File: src/rtl/audio_pkg.sv
`default_nettype none
// ============================================================================
//  Module      : audio_pkg
//  Description : Shared definitions for the audio waveform generator.
//                Holds the wave_sel encodings, the sample width, the square
//                amplitude constants and the raw-waveform helper function.
//  Revision    : 1.0  initial release
// ============================================================================
package audio_pkg;

   localparam int SAMPLE_W = 24;

   typedef enum logic [1:0] {
      WAVE_SILENCE = 2'd0,
      WAVE_SQUARE  = 2'd1,
      WAVE_SAW     = 2'd2,
      WAVE_TRI     = 2'd3
   } wave_e;

   // Square peaks are symmetric (+/- (2^23 - 1)) so the waveform has no DC bias.
   localparam logic [SAMPLE_W-1:0] SQUARE_POS = 24'h7FFFFF;
   localparam logic [SAMPLE_W-1:0] SQUARE_NEG = 24'h800001;
   // Offset that maps the unsigned phase range onto signed full scale.
   localparam logic [SAMPLE_W-1:0] MID_SCALE  = 24'h800000;

   // Raw full-scale sample for a waveform at phase p (top SAMPLE_W phase bits).
   function automatic logic [SAMPLE_W-1:0] raw_sample(
      input wave_e               sel,
      input logic [SAMPLE_W-1:0] p
   );
      logic [SAMPLE_W-2:0] t;
      raw_sample = '0;
      // Triangle folds the second half of the cycle back down.
      t = p[SAMPLE_W-1] ? ~p[SAMPLE_W-2:0] : p[SAMPLE_W-2:0];
      case (sel)
         WAVE_SQUARE: raw_sample = p[SAMPLE_W-1] ? SQUARE_NEG : SQUARE_POS;
         WAVE_SAW:    raw_sample = p - MID_SCALE;
         WAVE_TRI:    raw_sample = {t, 1'b0} - MID_SCALE;
         default:     raw_sample = '0;
      endcase
   endfunction

endpackage
`default_nettype wire

File: src/rtl/audio_tick_gen.sv
`default_nettype none
// ============================================================================
//  Module      : audio_tick_gen
//  Description : Sample-rate divider. Counts 0..CLK_DIV-1 and wraps; tick is
//                high for the single cycle where the count is CLK_DIV-1.
//  Ports       : clk    - sample-domain clock
//                rst_n  - asynchronous active-low reset
//                tick   - one-cycle sample strobe
//                count  - current divider count
//  Revision    : 1.0  initial release
// ============================================================================
module audio_tick_gen #(
   parameter int CLK_DIV = 626,
   parameter int CNT_W   = (CLK_DIV > 1) ? $clog2(CLK_DIV) : 1
) (
   input  logic             clk,
   input  logic             rst_n,
   output logic             tick,
   output logic [CNT_W-1:0] count
);

   localparam logic [CNT_W-1:0] c_last = CNT_W'(CLK_DIV - 1);

   logic [CNT_W-1:0] r_count;

   always_ff @(posedge clk or negedge rst_n) begin
      if (!rst_n) begin
         r_count <= '0;
      end else if (r_count == c_last) begin
         r_count <= '0;
      end else begin
         r_count <= r_count + CNT_W'(1);
      end
   end

   assign count = r_count;
   assign tick  = (r_count == c_last);

endmodule
`default_nettype wire

File: src/rtl/audio_wave_gen.sv
`default_nettype none
// ============================================================================
//  Module      : audio_wave_gen
//  Description : Phase-accumulator audio tone generator (square / saw /
//                triangle) with 3-bit volume attenuation and a two-stage
//                sample pipeline. Controls are sampled only on the sample tick.
//  Ports       : clk          - sample-domain clock (clk30)
//                rst_n        - asynchronous active-low reset
//                enable       - run; low gives silence and clears the phase
//                freq_word    - phase increment per sample
//                wave_sel     - 0 silence, 1 square, 2 saw, 3 triangle
//                volume       - 0 mute, 1..7 (7 = full scale)
//                audioL/R     - signed 24-bit samples
//                sample_valid - one-cycle pulse when audioL/R update
//  Options     : AUDIO_STEREO_INV_EN - when defined, audioR carries the
//                saturated negation of audioL; otherwise audioR = audioL.
//  Notes       : PHASE_W must be at least SAMPLE_W (24).
//  Revision    : 1.0  initial release
// ============================================================================
module audio_wave_gen
   import audio_pkg::*;
#(
   parameter int CLK_DIV = 626,
   parameter int PHASE_W = 24
) (
   input  logic                clk,
   input  logic                rst_n,
   input  logic                enable,
   input  logic [PHASE_W-1:0]  freq_word,
   input  logic [1:0]          wave_sel,
   input  logic [2:0]          volume,
   output logic [SAMPLE_W-1:0] audioL,
   output logic [SAMPLE_W-1:0] audioR,
   output logic                sample_valid
);

   localparam int c_cnt_w = (CLK_DIV > 1) ? $clog2(CLK_DIV) : 1;

   logic                w_tick;
   logic [PHASE_W-1:0]  w_phase_next;
   logic [SAMPLE_W-1:0] w_p;
   logic [SAMPLE_W-1:0] w_raw;
   logic [SAMPLE_W-1:0] w_s;
   logic [SAMPLE_W-1:0] w_r;

   logic [PHASE_W-1:0]  r_phase;
   logic [SAMPLE_W-1:0] r_raw;
   logic [2:0]          r_vol;
   logic                r_en;
   logic                r_valid1;
   logic [SAMPLE_W-1:0] r_audio_l;
   logic [SAMPLE_W-1:0] r_audio_r;
   logic                r_valid2;

   audio_tick_gen #(
      .CLK_DIV (CLK_DIV),
      .CNT_W   (c_cnt_w)
   ) u_tick (
      .clk   (clk),
      .rst_n (rst_n),
      .tick  (w_tick),
      .count ()
   );

   // ---------------- Stage 1: phase update and raw waveform ----------------
   // Modular wrap of the accumulator is intentional (no saturation).
   assign w_phase_next = enable ? (r_phase + freq_word) : '0;
   assign w_p          = w_phase_next[PHASE_W-1 -: SAMPLE_W];
   assign w_raw        = raw_sample(wave_e'(wave_sel), w_p);

   always_ff @(posedge clk or negedge rst_n) begin
      if (!rst_n) begin
         r_phase  <= '0;
         r_raw    <= '0;
         r_vol    <= '0;
         r_en     <= 1'b0;
         r_valid1 <= 1'b0;
      end else begin
         r_valid1 <= w_tick;
         // Controls are captured only here so mid-period changes are inert.
         if (w_tick) begin
            r_phase <= w_phase_next;
            r_raw   <= w_raw;
            r_vol   <= volume;
            r_en    <= enable;
         end
      end
   end

   // ---------------- Stage 2: volume scaling ----------------
   // Each volume step below 7 halves the amplitude (arithmetic shift keeps sign).
   always_comb begin
      w_s = '0;
      if (r_en && (r_vol != 3'd0)) begin
         w_s = $signed(r_raw) >>> (3'd7 - r_vol);
      end
   end

`ifdef AUDIO_STEREO_INV_EN
   // -(-2^23) is not representable; clamp it to positive full scale.
   assign w_r = (w_s == MID_SCALE) ? SQUARE_POS : -w_s;
`else
   assign w_r = w_s;
`endif

   always_ff @(posedge clk or negedge rst_n) begin
      if (!rst_n) begin
         r_audio_l <= '0;
         r_audio_r <= '0;
         r_valid2  <= 1'b0;
      end else begin
         r_valid2 <= r_valid1;
         if (r_valid1) begin
            r_audio_l <= w_s;
            r_audio_r <= w_r;
         end
      end
   end

   assign audioL       = r_audio_l;
   assign audioR       = r_audio_r;
   assign sample_valid = r_valid2;

endmodule
`default_nettype wire

File: config.mk
export PLATFORM = sky130hd
export DESIGN_NAME = audio_wave_gen
export DESIGN_NICKNAME = d
export VERILOG_FILES = /design/src/rtl/audio_pkg.sv /design/src/rtl/audio_tick_gen.sv /design/src/rtl/audio_wave_gen.sv
export SDC_FILE = /design/constraint.sdc
export NUM_CORES = 1
export LEC_CHECK = 0
export ABC_AREA = 1
export ABC_CLOCK_PERIOD_IN_PS = 2300
export CAP_MARGIN = 40
export CORE_MARGIN = 2
export CORE_UTILIZATION = 52
export DETAILED_ROUTE_END_ITERATION = 8
export HOLD_SLACK_MARGIN = 0.1
export PLACE_DENSITY = 0.78
export RECOVER_POWER = 100
export SLEW_MARGIN = 25
export SYNTH_ARGS = -nofsm -noshare
export SYNTH_HDL_FRONTEND = slang
export SYNTH_SLANG_ARGS = --single-unit
File: constraint.sdc
create_clock -name clk -period 2.3 [get_ports clk]
set_input_delay 0.46 -clock clk [delete_from_list [all_inputs] [get_ports clk]]
set_output_delay 0.46 -clock clk [all_outputs]
set_load 0.01 [all_outputs]
==> metrics.cfg, run 1 <==
[sta]
hold_violations=0
fin_hold_ws_ns=0.390
tightest_slew_ns=0.998
finalCritPeriodShare_pct=102
rsz0062_at_grt=yes
slew_headroom_pct=33.5
finClkSkew_ns=0.0110
fmax_mhz=428
period_needed_ns=2.34
fin_setup_tns_ns=-0.122
fin_ws_ns=-0.0367
setup_viol_count_final=7
final_max_slew_viol_count=0

[cells_and_area]
antenna_cells=0
fin_area_um2=9560
drive_above_1_share_pct=21.0
fillers=1010
final_core_util_pct=72.8
multi_input_area_um2=4430
final_cells=1436
syn2layout_area_growth_pct=38.0
seqCellArea_um2=2200
fin_nets=1313

[clock_tree]
clk_pin_slew_ns=0.07
cts_tree=done
cts-root-buf=clkbuf_16
clock_path_buffers=2
clock_latency_ns=0.36
cts_sinks=88
htree_levels=3
cts_made_buffers=9

[global_route]
grt_max_degree=48
grt.total_usage_pct=27.5
grt_antenna_before_repair=0
grt_overflow=0
grt_pass1_wl_mm=31.8
grt_pass1_vias=6919

[synth]
synth_top_area_share_pct=31.8
synthCells=1111
syn_area_per_cell_um2=6.24
yosysSeqAreaShare_pct=31.8
synth.largest_area_cell=dfrtp_1
ys_top_cells_by_area=dfrtp_1 (32%), nand2_1 (24%), inv_1 (7.6%)
syn-num-nets=1169
ys_ff_latch=88
syn-cell-area_um2=6930
synthDistinctLibCells=39
yosys_warnings=0

[detailed_routing]
routedWlPerCell_um=14.7
drcViolationCount=0
drtIter0Drc=777
vias=7761
viasPerCell=5.40
wl_mm=21.1
detail-route-antenna-nets=0
firstDrtPassIters=6

[min_path]
hold_path.class=flop to flop
hold_depth=0

[floorplanning]
die_h_um=119
dieArea_um2=14300
rows=42
start_util_pct=52.7
ios=81
core_um2=13100
chipWidth_um=119

[power_and_ir_drop]
power.total_mw=4.22
ir_worst_vdd_mv=0.440
leakagePower_nw=5.06
p_per_area_nw_per_um2=441

[critical_path]
critPathKind=flop to flop
r2r.worst_path.cells=15
required_ns=2.55
r2r_slack_ns=-0.04
critPathLaunch=r_phase[8]
arrival_ns=2.58
worstSetupEndpoint=r_raw[10]
cp-start-kind=flop
r2r-end=r_raw[10]
end_kind=flop
reg2reg_from=r_phase[8]
crit_path_max_fanout=16

[status]
outcome=complete, but fails checks
violations=setup timing

[place]
dp_slack_ns=-0.475
io_buffers=80
dpl_cell_area_um2=8410
dp_cells=1405
hpwl_mm=14.0
gp_congestion=0.928

[job]
drv_cap=0

worst min path at each step:
stage	startpoint	to	slack [ns]
6_report	r_valid1	sample_valid	0.39
5_1_grt	r_valid1	sample_valid	0.40
4_1_cts	r_valid1	sample_valid	0.40
3_5_place_dp	r_valid1	sample_valid	0.38
3_3_place_gp	r_valid1	sample_valid	0.38
2_1_floorplan	rst_n	audioR[0]	0.16
power breakdown:
group / internal (mW) / total [mW] / switching, mW
sequential: 1.55 / 1.55 / 0
combinational: 0.389 / 0.897 / 0.507
clock: 1.08 / 1.77 / 0.695
cells by family (layout without fill, tap and decap cells):
family	after synthesis	after routing	share of synthesized area [%]
xor gates and xnor gates	6	6	0.759
and+or+nand+nor	659	659	39.6
DFF	88	88	31.8
adders and majority gates	26	26	4.80
buffers and inverters	210	359	13.1
AOI/OAI and AO/OA	122	122	9.99
critical path: stages, from the launching register on:
cell,delay [ns]
dfrtp_1,0.43
ha_4,0.31
nand2_4,0.05
buf_6,0.12
nor2_4,0.12
nand2_2,0.08
nor2_4,0.15
nand2_4,0.09
nand4_4,0.14
nand3_4,0.20
nand2_8,0.15
inv_8,0.07
nor2_2,0.11
nand2_1,0.07
nand2_1,0.07
nand2_1,0.05
registers in the layout, indices dropped and copies added (netlist names):
register	flops
sample_valid	1
r_raw	24
r_en	1
r_phase	24
u_tick.count	10
r_valid1	1
audioR	24
r_vol	3
cell usage in the layout (no fill, tap or decap), types with 10 or more instances in the layout:
master	count
nand2_1	413
inv_1	136
buf_4	105
dfrtp_1	87
o21ai_0	76
nor2_1	70
clkdlybuf4s50_1	56
nand3_1	45
nand2_2	33
nor2_2	27
nand4_1	25
ha_4	21
a21oi_1	20
dlymetal6s2s_1	18
nand3_2	11
nand2_4	10
a32o_1	10
clkbuf_16	10
Yosys cell counts:
cell,n
o22ai_1,1
buf_8,1
nand3_2,2
a32o_1,10
or2_1,1
nand2_4,2
inv_4,1
nand2_1,451
nand3_1,56
and3_1,1
buf_1,4
a2111oi_0,1
xnor2_1,3
nor2_2,15
a22o_1,3
clkinv_1,3
a21oi_2,1
nand3b_1,5
xor2_1,3
nand2_2,4
o21ai_0,77
a31oi_1,1
nor3_1,4
nor4_1,1
buf_6,1
ha_1,25
buf_2,5
o31ai_1,1
buf_4,24
nand4_4,1
a21oi_1,24
nor2_1,90
clkbuf_1,30
inv_1,141
nand4_1,25
fa_1,1
nand3_4,1
dfrtp_1,88
o211ai_1,3
per-layer routing:
metal	GRT usage, %	vias up	wire length (um)
li1	-	3750	-
met1	35.9	3561	8590
met2	46.8	353	10300
met3	4.84	97	1340
met4	8.09	0	902
met5	0	-	0
final cells by class:
type | count | share of cell area [%]
well taps | 176 | 2.30
flip-flops and latches | 88 | 23.0
clock buffers | 9 | 2.36
repair buffers | 198 | 18.8
inverters | 145 | 5.77
multi-input cells | 813 | 46.4
clock inverters | 7 | 1.33
what timing repair did:
item | in CTS | in global routing
endpoints found under the hold margin | 22 | 0
hold buffers | 1 | 0
pin swaps | 19 | 48
setup buffers | 6 | 6
endpoints found under the setup margin | 25 | 33
resized for setup | 39 | 119
cloned | 1 | 1
Power figures use the tool's default switching activity.
==> run 2: changes to the inputs <==
Settings changed: REMOVE_ABC_BUFFERS set to 1.
==> run 2 against run 1 <==
  * The run now ends clean
  * Core utilization shrank 1.7 points
  * Sequential share of layout area is 0.53 points higher
  * Hold slack got worse by 0.0084 ns
  * First-iteration DRC count is 15% lower
  * Setup slack improved by 0.088 ns
  * Non-clock buffer count shrank 20
  * Combinational power fell by 7.6%
==> metrics.cfg, run 2 (synthesis results as in run 1) <==
[min_path]
holdCritStartpoint=r_valid1
worstHoldEndpoint=sample_valid
hold_depth=0  ; unchanged
hold_path.class=flop to flop

[clock_tree]
htree_levels=3  ; unchanged
cts-root-buf=clkbuf_16
clock_path_buffers=2  ; unchanged
clock_latency_ns=0.36  ; about the same
cts_tree=done
cts_sinks=88  ; unchanged
clk_pin_slew_ns=0.07  ; about the same
cts_made_buffers=9  ; unchanged

[power_and_ir_drop]
p_switching_mw=1.17  ; -3.0%
clockPowerShare_pct=41.2  ; -0.8 points
pwr-share-comb_pct=20.5  ; -0.8 points
p_per_area_nw_per_um2=432  ; -2.0%
p_sw_share_pct=28.9  ; +0.35 points
p_int_mw=2.87  ; -4.7%
leakagePower_nw=5.12  ; +1.2%
p_seq_share_pct=38.3  ; +1.6 points
ir_worst_vdd_mv=0.553  ; +26%

[floorplanning]
ios=81  ; unchanged
rows=42  ; unchanged
dieArea_um2=14300  ; unchanged
die_h_um=119  ; unchanged
core_um2=13100  ; unchanged
start_util_pct=52.7  ; unchanged
chipWidth_um=119  ; unchanged

[critical_path]
crit_path_max_fanout=4  ; -12
arrival_ns=2.49  ; -0.09 ns
reg2reg_from=r_phase[12]
r2r_slack_ns=0.11  ; +0.15 ns
end_kind=flop
required_ns=2.55  ; about the same
r2r-end=r_raw[18]
critPathKind=input port to flop
r2r.worst_path.cells=18  ; +3
cp-start-kind=input port

[cells_and_area]
fin_nets=1293  ; -1.5%
multi_input_area_um2=4410  ; -0.54%
final_common_cell=nand2_1
syn2layout_area_growth_pct=34.8
antenna_cells=0  ; unchanged
final_cells=1416  ; -1.4%
seqCellArea_um2=2200  ; about the same
drive_above_1_share_pct=19.9  ; -1.1 points
fillers=1078  ; +6.7%
final_core_util_pct=71.1  ; -1.7 points
final_cell_mix=nand2_1 (410), inv_1 (138), dfrtp_1 (88), buf_4 (88), o21ai_0 (76)

[sta]
slew_headroom_pct=52.9  ; +19 points
setup_viol_count_final=0  ; -7
fin_ws_ns=0.0514  ; +0.0882 ns
finClkSkew_ns=0.00702  ; -0.00402 ns
finalCritPeriodShare_pct=97.8  ; -3.8 points
fmax_mhz=445  ; +3.9%
final_max_slew_viol_count=0  ; unchanged
hold_violations=0  ; unchanged
tightest_slew_ns=0.707  ; -0.291 ns
period_needed_ns=2.25  ; -0.0882 ns

[detailed_routing]
wl_mm=19.1  ; -9.5%
vias=7318  ; -5.7%
firstDrtPassIters=7  ; +1
drtIter0Drc=657  ; -15%
detail-route-antenna-nets=0  ; unchanged
routedWlPerCell_um=13.5  ; -8.2%
viasPerCell=5.17  ; -4.4%
drcViolationCount=0  ; unchanged

[global_route]
grt_max_degree=48  ; unchanged
grt_pass1_wl_mm=30.5  ; -4.1%
grt_antenna_before_repair=0  ; unchanged
grt_pass1_vias=6638  ; -4.1%
grt.total_usage_pct=26.3  ; -1.2 points
grt_overflow=0  ; unchanged

[job]
drv_cap=0  ; unchanged

[place]
dp_slack_ns=-0.445  ; +0.0292 ns
dp_cells=1390  ; -1.1%
hpwl_mm=13.8  ; -1.8%
gp_congestion=0.928  ; about the same
io_buffers=80  ; unchanged

[status]
outcome=complete, no violations

run 2: final cells by class:
cell class / count / area share, %
Multi-Input combinational cell: 813 / 47.2
Sequential cell: 88 / 23.6
Tap cell: 176 / 2.36
Inverter: 145 / 5.89
Clock buffer: 9 / 2.41
Timing Repair Buffer: 178 / 17.4
Clock inverter: 7 / 1.11
run 2: worst max path at each step:
stage,startpoint,end,slack [ns],depth (start not counted)
after CTS,freq_word[0],r_raw[12],0.00007,16
after global routing,freq_word[2],r_raw[11],-0.09,16
final,freq_word[2],r_raw[11],0.05,16
after detailed placement,freq_word[0],r_raw[12],-0.45,16
after floorplan,u_tick.count[0],u_tick.count[6],-0.26,8
after global placement,freq_word[18],r_raw[9],-0.40,17
run 2: power groups by stage:
stage                     registers, mW  logic (mW)  clock network (mW)
after global routing               1.55       0.922                1.75
after global placement             1.58       0.699                   0
after floorplan                    1.58       0.378                   0
final                              1.55       0.829                1.66
after CTS                          1.55       0.736                1.69
after detailed placement           1.58       0.706                   0
run 2: per-layer routing:
| layer | vias up | GRT usage, % | part of all wire [%] |
|---|---|---|---|
| met5 | - | 0 | 0 |
| li1 | 3699 | - | - |
| met2 | 199 | 44.2 | 49 |
| met3 | 30 | 4.69 | 4.8 |
| met4 | 0 | 5.81 | 1.8 |
| met1 | 3390 | 35.5 | 44 |
run 2: what timing repair did:
action / 4_1_cts / 5_1_grt
cloned: 0 / 0
endpoints found under the hold margin: 25 / 0
hold buffers: 1 / 0
endpoints found under the setup margin: 26 / 41
setup buffers: 2 / 7
resized for setup: 21 / 128
pin swaps: 10 / 49
run 2: critical path, stage by stage:
cell and delay [ns]:
clkdlybuf4s50_1 0.51, ha_4 0.22, or2_4 0.26, nand3_2 0.10
nand2_4 0.07, buf_4 0.16, nand2_1 0.05, nand2_1 0.06
nor2_1 0.11, nor2_1 0.07, nand2_2 0.11, nor2_1 0.06
nor2_2 0.11, nand2_1 0.05, nand2_1 0.05, nand2_1 0.05
run 2: per-stage QoR:
stage	instance area (um2)	TNS (ns)	power (mW)	hold slack, ns
after floorplan	6570	-2.45	1.95	0.164
after global placement	8300	-13.11	2.28	0.371
after detailed placement	8310	-14.82	2.28	0.368
after CTS	8770	0	3.97	0.383
after global routing	9340	-0.350	4.22	0.385
final	9340	0	4.04	0.382
==> run 3: changes to the inputs <==
Settings changed: SKIP_CTS_REPAIR_TIMING set to 1.
==> run 3 against run 2 <==
  * Cell count is 0.35% lower
  * Core utilization is 0.29 points lower
  * First-iteration DRC count up 19%
  * Register-to-register slack about the same
  * Largest cell class unchanged
  * Via count increased by 0.63%
==> metrics.cfg, run 3 (synthesis results as in run 1) <==
[place]
dpl_cell_area_um2=8310  ; unchanged
gp_congestion=0.928  ; unchanged
io_buffers=80  ; unchanged
dp_slack_ns=-0.445  ; unchanged
hpwl_mm=13.8  ; unchanged
dp_cells=1390  ; unchanged

[power_and_ir_drop]
p_seq_share_pct=38.3  ; about the same
p_per_area_nw_per_um2=435  ; +0.52%
p_int_mw=2.87  ; -0.18%
p_sw_share_pct=29.1  ; +0.21 points
pwr-share-comb_pct=20.5  ; about the same
leakagePower_nw=5.11  ; -0.12%
power.total_mw=4.04  ; +0.12%
p_switching_mw=1.18  ; +0.86%
clockPowerShare_pct=41.2  ; about the same
ir_worst_vdd_mv=0.555  ; +0.29%

[sta]
final_max_slew_viol_count=0  ; unchanged
setup_viol_count_final=0  ; unchanged
fin_ws_ns=0.104  ; +0.0526 ns
tightest_slew_ns=0.710  ; +0.00267 ns
fin_hold_ws_ns=0.382  ; -0.000143 ns
finClkSkew_ns=0.00908  ; +0.00206 ns
hold_violations=0  ; unchanged
slew_headroom_pct=52.7  ; -0.18 points
period_needed_ns=2.20  ; -0.0526 ns
fin_setup_tns_ns=0  ; unchanged
fmax_mhz=455  ; +2.4%
finalCritPeriodShare_pct=95.5  ; -2.3 points

[detailed_routing]
routedWlPerCell_um=13.8  ; +2.1%
detail-route-antenna-nets=0  ; unchanged
firstDrtPassIters=6  ; -1
viasPerCell=5.22  ; +0.99%
drtIter0Drc=782  ; +19%
vias=7364  ; +0.63%
drcViolationCount=0  ; unchanged
wl_mm=19.5  ; +1.7%

[global_route]
grt.total_usage_pct=26.0  ; -0.22 points
grt_pass1_wl_mm=30.3  ; -0.82%
grt_max_degree=48  ; unchanged
grt_overflow=0  ; unchanged
grt_pass1_vias=6579  ; -0.89%
grt_antenna_before_repair=0  ; unchanged

[critical_path]
r2r_slack_ns=0.10  ; about the same
r2r-end=r_raw[5]
r2r.worst_path.cells=14  ; -4
cp-start-kind=flop
crit_path_max_fanout=4  ; unchanged
critPathKind=flop to flop
arrival_ns=2.45  ; -0.04 ns
required_ns=2.55  ; about the same
end_kind=flop
reg2reg_from=r_phase[0]

[cells_and_area]
final_cell_mix=nand2_1 (415), inv_1 (137), dfrtp_1 (88)
final_cells=1411  ; -0.35%
fillers=1093  ; +1.4%
final_common_cell=nand2_1
drive_above_1_share_pct=19.1  ; -0.81 points
multi_input_area_um2=4410  ; -0.11%
syn2layout_area_growth_pct=34.3
seqCellArea_um2=2200  ; unchanged
fin_area_um2=9300  ; -0.40%
final_core_util_pct=70.8  ; -0.29 points
antenna_cells=0  ; unchanged
fin_nets=1288  ; -0.39%

[min_path]
holdCritStartpoint=r_valid1
worstHoldEndpoint=sample_valid
hold_depth=0  ; unchanged
hold_path.class=flop to flop

[floorplanning]
dieArea_um2=14300  ; unchanged
chipWidth_um=119  ; unchanged
die_h_um=119  ; unchanged
rows=42  ; unchanged
core_um2=13100  ; unchanged
start_util_pct=52.7  ; unchanged
ios=81  ; unchanged

[clock_tree]
htree_levels=3  ; unchanged
cts_made_buffers=9  ; unchanged
cts-root-buf=clkbuf_16
cts_sinks=88  ; unchanged
cts_tree=done
clk_pin_slew_ns=0.07  ; about the same
clock_latency_ns=0.36  ; about the same
clock_path_buffers=2  ; unchanged

[status]
outcome=complete, no violations

[job]
drv_cap=0  ; unchanged

-- run 3: cell types whose count changed in the layout (fill, tap and decap cells not counted), sizes merged --
cell | previous run | this run
dlygate4sd2 | 1 | 0
buf | 94 | 89
clkdlybuf4s50 | 8 | 7
dlymetal6s2s | 21 | 23
-- run 3: how the worst max path moves through the flow --
stage | startpoint | end | slack [ns]
after global routing | r_phase[0] | r_raw[15] | -0.1
after global placement | freq_word[18] | r_raw[9] | -0.40
final | r_phase[0] | r_raw[5] | 0.10
after CTS | freq_word[0] | r_raw[12] | -0.11
after detailed placement | freq_word[0] | r_raw[12] | -0.45
after floorplan | u_tick.count[0] | u_tick.count[6] | -0.26
-- run 3: layout make-up --
class | instances | share of cell area [%]
multi-input cells | 813 | 47.4
inverters | 145 | 5.94
flip-flops and latches | 88 | 23.7
clock inverters | 7 | 1.12
repair buffers | 173 | 17.1
well taps | 176 | 2.37
clock buffers | 9 | 2.42
-- run 3: critical path, cell delays in order (launching register included) --
cell     delay [ns]
dfrtp_1        0.40
ha_2           0.20
fa_1           0.40
nand3_2        0.11
nand3_4        0.10
buf_4          0.15
buf_4          0.12
nand2_1        0.05
nand2_1        0.06
nor2_2         0.12
nand4_1        0.11
nand3_1        0.11
nand2_1        0.05
nand2_1        0.06
nand2_1        0.04
-- run 3: metal layers --
| metal | share of wire (%) | GRT usage, % | vias up |
|---|---|---|---|
| li1 | - | - | 3692 |
| met1 | 44 | 35.2 | 3435 |
| met2 | 50 | 43.7 | 209 |
| met3 | 4.4 | 4.69 | 28 |
| met4 | 1.9 | 5.88 | 0 |
| met5 | 0 | 0 | - |
-- run 3: power groups by stage --
| stage | registers, mW | logic [mW] | clock network [mW] |
|---|---|---|---|
| after floorplan | 1.58 | 0.378 | 0 |
| after global placement | 1.58 | 0.699 | 0 |
| after detailed placement | 1.58 | 0.706 | 0 |
| after CTS | 1.55 | 0.711 | 1.69 |
| after global routing | 1.55 | 0.918 | 1.76 |
| final | 1.55 | 0.829 | 1.67 |
